### src/rtl/alu_pkg.sv
// Shared opcodes, flag bit positions and FSM states for the sequential ALU.
// Build option SEQ_ALU_DIV_EN enables the DIVU opcode.
package alu_pkg;

   typedef enum logic [3:0] {
      OP_ADD  = 4'd0,
      OP_SUB  = 4'd1,
      OP_OR   = 4'd2,
      OP_AND  = 4'd3,
      OP_XOR  = 4'd4,
      OP_SLT  = 4'd5,
      OP_SLL  = 4'd6,
      OP_SRL  = 4'd7,
      OP_MUL  = 4'd8,
      OP_DIVU = 4'd9
   } op_t;

   localparam int unsigned NUM_FLAGS  = 5;
   localparam int unsigned FLAG_ZERO  = 0;
   localparam int unsigned FLAG_CARRY = 1;
   localparam int unsigned FLAG_OVF   = 2;
   localparam int unsigned FLAG_DZ    = 3;
   localparam int unsigned FLAG_ERR   = 4;

   typedef enum logic [1:0] {
      IDLE = 2'd0,
      BUSY = 2'd1,
      DONE = 2'd2
   } state_t;

   // Ops that run on the multi-cycle datapath instead of the 1-cycle mux.
   function automatic logic is_iter_op(input logic [3:0] op);
`ifdef SEQ_ALU_DIV_EN
      return (op == OP_MUL) || (op == OP_DIVU);
`else
      return (op == OP_MUL);
`endif
   endfunction

endpackage

### src/rtl/seq_alu_iter.sv
// Shared iterative datapath: shift-add multiply and (with SEQ_ALU_DIV_EN) restoring divide.
// One step per busy cycle; {hi,lo} holds product or {remainder,quotient} when finished.
module seq_alu_iter
   import alu_pkg::*;
#(
   parameter int unsigned WIDTH = 8
) (
   input  logic             clk,
   input  logic             rst_n,
   input  logic             start,
`ifdef SEQ_ALU_DIV_EN
   input  logic             is_div,
`endif
   input  logic [WIDTH-1:0] a,
   input  logic [WIDTH-1:0] b,
   output logic             done_c,
   output logic [WIDTH-1:0] lo,
   output logic [WIDTH-1:0] hi
);

   localparam int unsigned CW = $clog2(WIDTH);

   logic             busy;
   logic [CW-1:0]    cnt;
   logic [WIDTH-1:0] opnd;
   logic [WIDTH:0]   mul_sum_c;
   logic [WIDTH-1:0] nxt_lo_c;
   logic [WIDTH-1:0] nxt_hi_c;
`ifdef SEQ_ALU_DIV_EN
   logic             div_mode;
   logic [WIDTH:0]   rsh_c;
   logic [WIDTH-1:0] rdiff_c;
   logic             ge_c;
`endif

   assign done_c = busy && (cnt == CW'(WIDTH - 1));

   // Next {hi,lo}: multiply adds the multiplicand on lo[0] then shifts right;
   // divide shifts left into the remainder and subtracts when it fits.
   always_comb begin
      mul_sum_c = {1'b0, hi} + (lo[0] ? {1'b0, opnd} : '0);
      nxt_hi_c  = mul_sum_c[WIDTH:1];
      nxt_lo_c  = {mul_sum_c[0], lo[WIDTH-1:1]};
`ifdef SEQ_ALU_DIV_EN
      rsh_c   = {hi, lo[WIDTH-1]};
      ge_c    = rsh_c >= {1'b0, opnd};
      rdiff_c = rsh_c[WIDTH-1:0] - opnd;
      if (div_mode) begin
         nxt_hi_c = ge_c ? rdiff_c : rsh_c[WIDTH-1:0];
         nxt_lo_c = {lo[WIDTH-2:0], ge_c};
      end
`endif
   end

   always_ff @(posedge clk or negedge rst_n) begin
      if (!rst_n) begin
         busy     <= 1'b0;
         cnt      <= '0;
         lo       <= '0;
         hi       <= '0;
         opnd     <= '0;
`ifdef SEQ_ALU_DIV_EN
         div_mode <= 1'b0;
`endif
      end else if (start) begin
         busy     <= 1'b1;
         cnt      <= '0;
         lo       <= a;
         hi       <= '0;
         opnd     <= b;
`ifdef SEQ_ALU_DIV_EN
         div_mode <= is_div;
`endif
      end else if (busy) begin
         lo <= nxt_lo_c;
         hi <= nxt_hi_c;
         if (done_c) begin
            busy <= 1'b0;
            cnt  <= '0;
         end else begin
            cnt <= cnt + CW'(1);
         end
      end
   end

endmodule

### src/rtl/seq_alu.sv
// Handshaked sequential ALU: 1-cycle logic/arith ops plus iterative MUL/DIVU.
// Build option SEQ_ALU_DIV_EN enables DIVU (op 9); otherwise op 9 reports err.
module seq_alu
   import alu_pkg::*;
#(
   parameter int unsigned WIDTH = 8
) (
   input  logic             clk,
   input  logic             rst_n,
   input  logic             in_valid,
   output logic             in_ready,
   input  logic [WIDTH-1:0] inA,
   input  logic [WIDTH-1:0] inB,
   input  logic [3:0]       op,
   output logic             out_valid,
   input  logic             out_ready,
   output logic [WIDTH-1:0] ans,
   output logic [WIDTH-1:0] ans_hi,
   output logic [4:0]       flags
);

   localparam int unsigned SHW = $clog2(WIDTH);

   state_t               state;
   logic [WIDTH-1:0]     a_q;
   logic [WIDTH-1:0]     b_q;
   logic [3:0]           op_q;
   logic                 accept_c;
   logic                 start_c;
   logic                 iter_done_c;
   logic [WIDTH-1:0]     iter_lo;
   logic [WIDTH-1:0]     iter_hi;
   logic [WIDTH:0]       sum_c;
   logic [WIDTH:0]       diff_c;
   logic [WIDTH-1:0]     res_lo_c;
   logic [WIDTH-1:0]     res_hi_c;
   logic [NUM_FLAGS-1:0] res_flags_c;

   assign accept_c = in_valid & in_ready;
   assign start_c  = accept_c & is_iter_op(op);

   seq_alu_iter #(.WIDTH(WIDTH)) u_iter (
      .clk    (clk),
      .rst_n  (rst_n),
      .start  (start_c),
`ifdef SEQ_ALU_DIV_EN
      .is_div (op == OP_DIVU),
`endif
      .a      (inA),
      .b      (inB),
      .done_c (iter_done_c),
      .lo     (iter_lo),
      .hi     (iter_hi)
   );

   assign sum_c  = {1'b0, a_q} + {1'b0, b_q};
   assign diff_c = {1'b0, a_q} - {1'b0, b_q};

   // Result and flags from the latched operands; the iterative ops just forward the datapath.
   always_comb begin
      res_lo_c    = '0;
      res_hi_c    = '0;
      res_flags_c = '0;
      case (op_q)
         OP_ADD: begin
            res_lo_c               = sum_c[WIDTH-1:0];
            res_flags_c[FLAG_CARRY] = sum_c[WIDTH];
            res_flags_c[FLAG_OVF]   = (a_q[WIDTH-1] == b_q[WIDTH-1]) &&
                                      (sum_c[WIDTH-1] != a_q[WIDTH-1]);
         end
         OP_SUB: begin
            res_lo_c               = diff_c[WIDTH-1:0];
            res_flags_c[FLAG_CARRY] = diff_c[WIDTH];
            res_flags_c[FLAG_OVF]   = (a_q[WIDTH-1] != b_q[WIDTH-1]) &&
                                      (diff_c[WIDTH-1] != a_q[WIDTH-1]);
         end
         OP_OR:  res_lo_c = a_q | b_q;
         OP_AND: res_lo_c = a_q & b_q;
         OP_XOR: res_lo_c = a_q ^ b_q;
         OP_SLT: res_lo_c = WIDTH'($signed(a_q) < $signed(b_q));
         OP_SLL: res_lo_c = a_q << b_q[SHW-1:0];
         OP_SRL: res_lo_c = a_q >> b_q[SHW-1:0];
         OP_MUL: begin
            res_lo_c = iter_lo;
            res_hi_c = iter_hi;
         end
`ifdef SEQ_ALU_DIV_EN
         OP_DIVU: begin
            res_lo_c             = iter_lo;
            res_hi_c             = iter_hi;
            res_flags_c[FLAG_DZ] = (b_q == '0);
         end
`endif
         default: res_flags_c[FLAG_ERR] = 1'b1;
      endcase
      res_flags_c[FLAG_ZERO] = !res_flags_c[FLAG_ERR] && ({res_hi_c, res_lo_c} == '0);
   end

   // DONE spends its first cycle registering the result, then holds it until consumed.
   always_ff @(posedge clk or negedge rst_n) begin
      if (!rst_n) begin
         state     <= IDLE;
         in_ready  <= 1'b1;
         out_valid <= 1'b0;
         ans       <= '0;
         ans_hi    <= '0;
         flags     <= '0;
         a_q       <= '0;
         b_q       <= '0;
         op_q      <= '0;
      end else begin
         case (state)
            IDLE: begin
               if (accept_c) begin
                  a_q      <= inA;
                  b_q      <= inB;
                  op_q     <= op;
                  in_ready <= 1'b0;
                  state    <= is_iter_op(op) ? BUSY : DONE;
               end
            end
            BUSY: begin
               if (iter_done_c) state <= DONE;
            end
            DONE: begin
               if (!out_valid) begin
                  ans       <= res_lo_c;
                  ans_hi    <= res_hi_c;
                  flags     <= res_flags_c;
                  out_valid <= 1'b1;
               end else if (out_ready) begin
                  out_valid <= 1'b0;
                  in_ready  <= 1'b1;
                  state     <= IDLE;
               end
            end
            default: begin
               state     <= IDLE;
               in_ready  <= 1'b1;
               out_valid <= 1'b0;
            end
         endcase
      end
   end

endmodule

### config.mk
export PLATFORM = sky130hd
export DESIGN_NAME = seq_alu
export DESIGN_NICKNAME = d
export VERILOG_FILES = /design/src/rtl/alu_pkg.sv /design/src/rtl/seq_alu_iter.sv /design/src/rtl/seq_alu.sv
export SDC_FILE = /design/constraint.sdc
export NUM_CORES = 1
export LEC_CHECK = 0
export CAP_MARGIN = 20
export CORE_MARGIN = 2
export CORE_UTILIZATION = 52
export CTS_BUF_LIST = sky130_fd_sc_hd__clkbuf_8
export DETAILED_ROUTE_END_ITERATION = 8
export DONT_BUFFER_PORTS = 1
export HOLD_SLACK_MARGIN = 0.06
export PLACE_DENSITY = 0.67
export SYNTH_ARGS = -nofsm -noshare
export SYNTH_HDL_FRONTEND = slang
export SYNTH_SLANG_ARGS = --single-unit
export TNS_END_PERCENT = 30
### constraint.sdc
create_clock -name clk -period 3.3 [get_ports clk]
set_input_delay 0.66 -clock clk [delete_from_list [all_inputs] [get_ports clk]]
set_output_delay 0.66 -clock clk [all_outputs]
set_load 0.05 [all_outputs]
Word-level counts from Yosys, hierarchy flattened
Cells that the tools add are included.

word-level totals
  flip-flop bits (word level) = 72
  latch bits = 0
  bits in writable memories = 0
  memory bits (read-only) = 0
  input port bits = 24
  output and inout bits = 23
  word-level logic and storage cells = 90
  memories kept = 0

cells by class
  add/sub/neg operators = 4
  multipliers = 0
  divide/modulo/power cells = 0
  magnitude comparators = 1
  eq/ne operators = 20
  shifts and indexed selects = 2
  muxes and demuxes = 28
  bitwise logic cells = 7
  reduce and logical (&&, ||, !) cells = 14

operators with widths
  operator            count
  $pmux 8 s9          1
  $mux 8              6
  $eq 4x3->1 const B  4
  $logic_not 16->1    1
  $mux 2              5
  $add 8x8->9         1
  $add 8x9->9         1
  $mux 1              9
  $mux 3              3
  $reduce_or 9->1     1
  $sub 8x8->9         1
  $and 8x8->8         1
  $eq 4x2->1 const B  2
  $eq 4x4->1 const B  2
  $lt 8x8->1          1
  $ne 2x2->1 const B  4
  $or 8x8->8          1
  $reduce_and 4->1    2
  $shl 8x3->8         1
  $shr 8x3->8         1
  $xor 8x8->8         1
  $pmux 2 s3          1
  $eq 4x1->1 const B  1
  $logic_and 1x1->1   4
  other kinds (16)    21

Depth between registers and ports, before layout
Gate-level depths: netlist (run 1).

  depth in word-level cells = 5
  mapped depth = 11
  depth with buffers taken out = 11

Cells and area by module
From an unflattened synthesis (run 1), not the netlist that was laid out.

unflattened totals
  cell total of the unflattened synthesis = 570
  area, all modules = 5127.4 um^2

modules (own cells, without submodules)
  module        instances  cells each  area an instance (um^2)  sequential area each (um^2)
  seq_alu       1          423         3554.7                   1102.3
  seq_alu_iter  1          147         1572.8                   700.7

Least setup slack after synthesis (run 1)
No wires, ideal clock.

  kind = reg2reg
  start point = reg b_q[1]
  end point = reg flags[0]
  setup time = 122 ps
  arrival = 2477 ps
  data required time = 3178 ps
  slack = 702 ps
  cell stages (with the launch flop) = 12
  path buffers = 2
  clock period less this slack = 2598 ps
  cells stage by stage = dfrtp_1 > buf_4 > buf_2 > inv_1 > fa_1 > nor2b_1 > o211ai_1 > a32oi_1 > nor4b_1 > nor4_1 > and4_1 > a32o_1

on the way
  word-level cells in the longest chain between the ends = 4
  elaborated cells on any way between the ends = 11
  those cells by class = add/sub (2); order compare (1); shift (2); mux (1); bitwise (3); reduce/logical (2)

RTL lines
  what                                       line            text
  start: declaration                         seq_alu.sv:26   logic [WIDTH-1:0] b_q;
  start signal: assignment                   seq_alu.sv:116  b_q <= inB;
  $sub 8x8->9, or another cell as far along  seq_alu.sv:57   assign diff_c = {1'b0, a_q} - {1'b0, b_q};
  $pmux 8 s9 (*)                             seq_alu.sv:64   case (op_q)
  $logic_not 16->1 (*)                       seq_alu.sv:96   res_flags_c[FLAG_ZERO] = !res_flags_c[FLAG_ERR] && ({res_hi_c, res_lo_c} == '0);
  $logic_and 1x1->1 (*)                      seq_alu.sv:96
  end signal: assignment                     seq_alu.sv:129  flags <= res_flags_c;
  end: declaration                           seq_alu.sv:19   output logic [4:0] flags

Every way passes the cells marked *; elsewhere a longest branch is shown, timed or not.
A chain may end at the register's enable or synchronous reset.

Worst setup path in the final report (run 1)
  start point = reg op_q[0]
  end point = reg flags[0]

on the way
  word-level cells in the longest chain between the ends = 4
  elaborated cells on any way between the ends = 14
  those cells by class = eq/ne (8); mux (2); reduce/logical (4)

RTL lines
  what                                         line            text
  start: declaration                           seq_alu.sv:27   logic [3:0] op_q;
  start signal: assignment                     seq_alu.sv:117  op_q <= op;
  $eq 4x4->1, or another cell as far along     seq_alu.sv:64
  $pmux 8 s9 / $mux 8 (equally long branches)  seq_alu.sv:64
  $logic_not 16->1                             seq_alu.sv:96
  $logic_and 1x1->1 (*)                        seq_alu.sv:96

Marked as above.

==> summary.md, run 1 <==
| Metric | Value |
|---|---|
| Fin. max-slew vios | 0 |
| WP data arrival | 3.22 ns |
| Worst path bufs/invs | 1 |
| CP startpoint kind | register |
| Total congestion overflow | 0 |
| Main synth FF type | dfrtp_1 |
| Hold Path Class | input port to asynchronous set/reset pin |
| Final setup fails | 0 |
| RD Place Congestion | 0.953 |
| DRC viols | 0 |
| Async SR Flop Fraction | 100% |
| Die ar. | 0.0103 mm² |
| Flops & latches, synth | 72 |
| Area growth syn-to-layout | 5.97% |
| Synth top area share | 35.9% |
| Crit. End Element | register |
| Vias per cell | 6.22 |
| Measured slew at the worst slew-check pin | 0.793 ns |
| # H-tree levels | 3 |
| CP required | 3.59 ns |
| Crit path cell chain | nand4bb_1, nor2_1, a22o_1, a2111oi_0, buf_4, a21boi_0, a32o_1 |
| Die height | 102 µm |
| IR drop worst, VDD | 0.215 mV |
| Ratio of cells with drive above 1 in the final layout | 11.2% |
| CTS max path bufs | 2 |
| I/O pin count | 47 |
| Antenna violations before repair | 0 |
| Mapped Nets | 587 |
| GRT Util Overall | 26.8% |
| Peak fanout along the critical path | 21 |
| Register area share after synthesis | 36.4% |
| ANT nets after route | 0 |
| Core Area | 0.00924 mm² |
| Mean Syn Cell Area | 9.42 µm² |
| Crit share post-route | 88.8% |
| Sink Count | 72 |
| Crit path max-delay family | compound AO/OA/AOI/OAI gates |
| Wire per inst | 20.4 µm |
| Synth area leaders | dfrtp_1 36%, ha_1 8.9%, o21ai_0 4.4%, nand2_1 3.9%, mux2i_1 3.8% |
| Nets@finish | 577 |
| Layout Utilization | 56.7% |
| Netlist cell types | 71 |
| Relative slew slack | 47.1% |
| Final Hold Viols | 0 |
| Cell taking the most area after synthesis | dfrtp_1 |
| Post-CTS resize count | 0 |
| Maximum Capacitance Violations | 0 |
| Slowest CP cell | dfrtp_1 |
| Post-layout min period | 2.93 ns |
| Power density over the cells | 302 mW/mm² |
| Status | complete, no violations |
| CTS Buf Count | 9 |
| Most common cell in the netlist | dfrtp_1 |
| Global-route wire length before repair | 21000 µm |
| RSZ-0062 raised after global routing | no |
| Vias | 4039 |
| P_leak | 2.25 nW |
| R2R depth | 7 |
| Largest stage delay on the critical path | 0.86 ns |
| Die Wd | 102 µm |
| Clock slew at reported path FFs | 0.09 ns |
| DR iter-0 viols | 278 |
| Clk Latency, worst-skew pair | 0.36 ns |
| Rows | 35 |
| Fmax | 0.341 GHz |
| 1st-pass router iterations | 5 |
| Largest net degree at the start of global routing | 72 |
| Critical path class | register to register |
| CTS tree | yes |
| Stages on worst setup path | 7 |
| Synth top cells by count | 71 x dfrtp_1, 51 x nand2_1, 43 x o21ai_0 |
| ANT cells | 0 |
| Post-Syn Instances | 525 |
| Root Driver | clkbuf_8 |
| Vias in the first global route | 3801 |
| Yosys Warn Count | 0 |
| Setup_tns | 0 ns |
| Setup Skew | 0.0123 ns |
| Post-synth EDFFs | 0 |
| Initial core utilization | 53.5% |
| PortBufs | 0 |
| Hpwl dp | 9800 µm |
| Post-synthesis cell area | 0.00495 mm² |
| DRT Wirelength | 13200 µm |
-- report_power, final --
part,total [mW],internal (mW),switching (mW)
registers,0.881,0.881,0
clock network,0.678,0.286,0.392
logic,0.0250,0.00515,0.0199
total,1.58,1.17,0.412
-- per-stage QoR --
stage | cells | cell area (µm²) | setup slack (ns) | hold WS (ns) | total power, mW
global route | 649 | 5240 | 0.148 | 0.110 | 1.65
floorplan | 525 | 4950 | 0.702 | 0.364 | 0.905
finish | 649 | 5240 | 0.370 | 0.130 | 1.58
global placement | 632 | 5030 | 0.411 | 0.366 | 0.904
detailed placement | 632 | 5030 | 0.491 | 0.366 | 0.904
CTS | 649 | 5240 | 0.476 | 0.118 | 1.60
-- worst paths after layout --
check	start	endpoint	slack (ns)
worst max-delay path	op_q[0]	flags[0]	0.37
max in group asynchronous	rst_n	a_q[3]	2.82
min in group clk	inA[6]	a_q[6]	0.42
worst min register to register	u_iter.opnd[0]	u_iter.opnd[0]	0.53
worst min-delay path	rst_n	in_ready	0.13
worst max register to register	op_q[0]	flags[0]	0.37
-- worst reg2reg max path, delay by kind of cell (launching register included) --
family          cells  cell delay, ns
simple gates        2            0.51
flops               1            0.86
buf+inv             1            0.21
compound gates      4            1.29
-- timing repair --
action	4_1_cts	5_1_grt
setup endpoints to repair	0	0
buffers inserted	0	0
hold buffers	1	0
hold endpoints to repair	71	0
-- flip-flops by register name (all words and copies together) (netlist names), 3 cells and up --
name	cells
a_q	8
ans_hi	8
u_iter.lo	8
u_iter.hi	8
u_iter.cnt	3
u_iter.opnd	8
ans	8
flags	4
op_q	4
b_q	8
-- layout make-up --
class | count | area (µm²)
clock buffer | 9 | 124
timing repair buffer | 11 | 115
multi-input combinational | 382 | 2830
tap | 129 | 161
fill | 830 | 4000
inverter | 39 | 146
clock inverter | 7 | 60.1
sequential | 72 | 1800
-- cells by family (layout without fill, tap and decap cells) --
| kind of cell | Yosys count | after routing | synth area share (%) |
|---|---|---|---|
| AND/OR/NAND/NOR | 156 | 156 | 16.7 |
| AO/OA/AOI/OAI | 145 | 145 | 19.7 |
| flip-flops | 72 | 72 | 36.4 |
| buffers and inverters | 71 | 66 | 6.40 |
| adder cells (fa/ha/maj) | 38 | 38 | 10.1 |
| multiplexers | 37 | 37 | 9.76 |
| XOR/XNOR | 5 | 5 | 0.885 |
| other | 1 | 1 | 0.0758 |
-- cell usage in the layout, fill, tap and decap left out, types with 4 or more instances in the layout --
master / instances
o31ai_1: 5
mux2i_1: 19
nand3_1: 7
clkbuf_8: 9
and2_1: 8
o21ai_0: 43
buf_4: 9
mux2_2: 10
and3_1: 4
xnor2_1: 4
nor4b_1: 5
a22o_1: 15
nor3_1: 10
nand2_1: 51
mux4_2: 8
nor2_1: 34
dfrtp_1: 71
nor2b_1: 6
a22oi_1: 10
a21oi_1: 29
nor4_1: 6
inv_1: 38
ha_1: 35
-- per-layer routing --
layer  GRT usage [%]  wire (µm)
met1            40.0       6280
met2            38.8       5870
met3            7.38        926
met4            6.03        152
met5               0          0
(Power assumes the default switching activity.)
==> run 2, diff against run 1 <==
CTS_CLUSTER_SIZE = 8   (was unset)
SYNTH_HIERARCHICAL = 1   (was unset)
==> summary.md, run 2 <==
| Metric | Value |
|---|---|
| Multi-input logic area | 0.00308 mm² (+8.6%) |
| Crit path max-delay family | compound AO/OA/AOI/OAI gates |
| Cell taking the most area after synthesis | dfrtp_1 |
| Layout Utilization | 57.2% (+0.43 points) |
| Largest family of logic cells by synthesized area | compound AO/OA/AOI/OAI gates |
| Initial core utilization | 52.9% (-0.60 points) |
| Wire per inst | 20.4 µm (about the same) |
| Yosys Warn Count | 6 (+6) |
| Clk Latency, worst-skew pair | 0.36 ns (about the same) |
| Die height | 103 µm (+1.7%) |
| Met3 WL post-DR | 1040 µm (+12%) |
| Placement Setup Slack | 0.242 ns (-0.249 ns) |
| CTS max path bufs | 2 (unchanged) |
| Post-synth EDFFs | 0 (unchanged) |
| Post-CTS Setup Bufs | 0 (unchanged) |
| ANT nets after route | 0 (unchanged) |
| RD Place Congestion | 0.986 (+3.5%) |
| Most common cell in the netlist | dfrtp_1 |
| Metal2 WL | 6200 µm (+5.6%) |
| Final Hold Viols | 0 (unchanged) |
| DRC viols | 0 (unchanged) |
| CTS Buf Count | 9 (unchanged) |
| Fin cells | 699 (+7.7%) |
| Most frequent cells in the layout | 71 x dfrtp_1, 66 x nand2_1, 42 x o21ai_0 |
| CP required | 3.53 ns (-0.06 ns) |
| Core Area | 0.00968 mm² (+4.8%) |
| Maximum Capacitance Violations | 0 (unchanged) |
| Final setup fails | 0 (unchanged) |
| Hold Path Class | input port to asynchronous set/reset pin |
| Async SR Flop Fraction | 100% (unchanged) |
| XOR/XNOR Fraction of Synth Area | 1.54% (+0.65 points) |
| Sink Count | 72 (unchanged) |
| Power density over the cells | 324 mW/mm² (+7.3%) |
| Fmax | 0.327 GHz (-4.1%) |
| Relative slew slack | 31.9% (-15 points) |
| Multiplexer share of the synthesized area | 9.30% (-0.47 points) |
| Mapped Nets | 632 (+7.7%) |
| Register area share after synthesis | 35.2% (-1.3 points) |
| Setup_tns | 0 ns (unchanged) |
| Crit path cell chain | ha_1, fa_1, a211oi_1, o21bai_1, a21oi_1, xnor2_1, a2111oi_1, o211ai_1, mux2_2 |
| Antenna violations before repair | 0 (unchanged) |
| Crit. End Element | register |
| Worst path bufs/invs | 0 (-1) |
| DRT Wirelength | 14300 µm (+7.7%) |
| Worst setup margin | 0.245 ns (-0.125 ns) |
| Adder-Cell Fraction of Synth Area | 9.71% (-0.35 points) |
| Ratio of cells with drive above 1 in the final layout | 11.8% (+0.68 points) |
| R2R depth | 9 (+2) |
| PortBufs | 0 (unchanged) |
| Commonest non-fill, non-tap cell in the layout | dfrtp_1 |
| Synth top area share | 34.7% (-1.3 points) |
| ANT cells | 0 (unchanged) |
| 1st-pass router iterations | 5 (unchanged) |
| Vias per cell | 6.25 (+0.46%) |
| Setup Skew | 0.0202 ns (+0.00790 ns) |
| CP startpoint kind | register |
| Critical path class | register to register |
| IR drop worst, VDD | 0.286 mV (+33%) |
| Nets@finish | 623 (+8.0%) |
| Global-route wire length before repair | 22000 µm (+4.8%) |
| Peak fanout along the critical path | 5 (-76%) |
| Register cell area after layout | 0.00180 mm² (unchanged) |
| I/O pin count | 47 (unchanged) |
| Clock slew at reported path FFs | 0.08 ns (about the same) |
| Slowest CP cell | fa_1 |
| Measured slew at the worst slew-check pin | 1.02 ns (+0.229 ns) |
| Crit share post-route | 92.6% (+3.8 points) |
| Netlist cell types | 73 (+2.8%) |
| Largest stage delay on the critical path | 0.46 ns (-0.40 ns) |
| Stages on worst setup path | 9 (+2) |
| Hpwl dp | 10600 µm (+8.0%) |
| Die ar. | 0.0107 mm² (+3.5%) |
| Main synth FF type | dfrtp_1 |
| Post-layout min period | 3.06 ns (+0.125 ns) |
| P_leak | 2.45 nW (+9.2%) |
| Rows | 36 (+2.9%) |
| Compound-gate portion of the synthesized area | 21.1% (+1.4 points) |
| Root Driver | clkbuf_8 |
| Largest net degree at the start of global routing | 72 (unchanged) |
| CTS tree | yes |
| Status | complete, no violations |
| # H-tree levels | 3 (unchanged) |
| Post-synthesis cell area | 0.00513 mm² (+3.6%) |
| DR top layer | met4 |
| Total power draw | 1.80 mW (+13%) |
| Die Wd | 103 µm (+1.7%) |
| DR iter-0 viols | 370 (+33%) |
| Vias in the first global route | 4084 (+7.4%) |
| Synth top cells by count | 71 x dfrtp_1, 66 x nand2_1, 42 x o21ai_0 |
| Flops & latches, synth | 72 (unchanged) |
| DP Cell Count | 682 (+7.9%) |
| Synth area leaders | dfrtp_1 35%, ha_1 8.5%, nand2_1 4.8%, o21ai_0 4.1%, mux2i_1 3.5% |
| Area growth syn-to-layout | 7.98% |
| Vias | 4370 (+8.2%) |
| Simple-gate share of the synthesized area | 17.9% (+1.2 points) |
| M1 WL | 6500 µm (+3.6%) |
| Mean Syn Cell Area | 9.00 µm² (-4.5%) |
| Fin. max-slew vios | 0 (unchanged) |
| Filler cells | 877 (+5.7%) |
| RSZ-0062 raised after global routing | no |
| Total congestion overflow | 0 (unchanged) |
| Post-Syn Instances | 570 (+8.6%) |
| GRT Util Overall | 27.4% (+0.57 points) |
| WP data arrival | 3.28 ns (+0.06 ns) |
run 2: cell types whose count changed in the layout (fill, tap and decap cells not counted), moves of 5 or more:
cell / change
a22oi_1: -8
a21oi_1: +6
nand2_1: +15
nand2b_1: +11
a211oi_1: +7
buf_4: +6
o21ai_1: +7
mux4_2: -5
inv_1: -15
a22o_1: -6
mux2_2: +6
run 2: cell families (layout without fill, tap and decap cells):
family / Yosys count / after routing
compound gates: 162 / 162
other cells: 1 / 1
fa+ha+maj: 38 / 38
xor+xnor: 9 / 9
mux: 41 / 41
simple gates: 185 / 185
flops: 72 / 72
buf+inv: 62 / 58
run 2: path summary, 6_finish.rpt:
| check | from | endpoint | slack [ns] |
|---|---|---|---|
| max reg2reg | a_q[0] | ans[6] | 0.24 |
| max in group asynchronous | rst_n | ans[6] | 2.78 |
| min | rst_n | in_ready | 0.15 |
| min in group clk | inA[4] | a_q[4] | 0.43 |
| min reg2reg | u_iter/opnd[4] | u_iter/opnd[4] | 0.51 |
| max | a_q[0] | ans[6] | 0.24 |
run 2: area by class of cell:
class / count / share of cell area (%)
clock inverter: 6 / 2.08
inverter: 26 / 1.76
tap: 133 / 3.01
multi-input combinational: 436 / 55.6
sequential: 72 / 32.6
timing repair buffer: 16 / 2.53
clock buffer: 10 / 2.49
run 2: what timing repair did:
action                     in CTS  in global routing
hold endpoints to repair       71                  0
setup endpoints to repair       0                  2
hold buffers                    1                  0
resized for setup               0                  3
run 2: metal layers:
metal  global-route usage, %  vias up
li1                        -     2042
met1                    39.8     2113
met2                    39.0      182
met3                    6.52       33
met4                    11.5        0
met5                       0        -
run 2: where the power goes:
group          total (mW)  switching, mW  internal (mW)
logic              0.0241         0.0196        0.00452
registers           0.881              0          0.881
clock network       0.891          0.364          0.527
total                1.80          0.383           1.41
run 2: metrics by stage:
| step | instance area (µm²) | hold WS (ns) |
|---|---|---|
| 3_5_place_dp | 5250 | 0.368 |
| 3_3_place_gp | 5250 | 0.368 |
| 6_report | 5540 | 0.148 |
| 4_1_cts | 5530 | 0.134 |
| 2_1_floorplan | 5130 | 0.364 |
| 5_1_grt | 5540 | 0.122 |
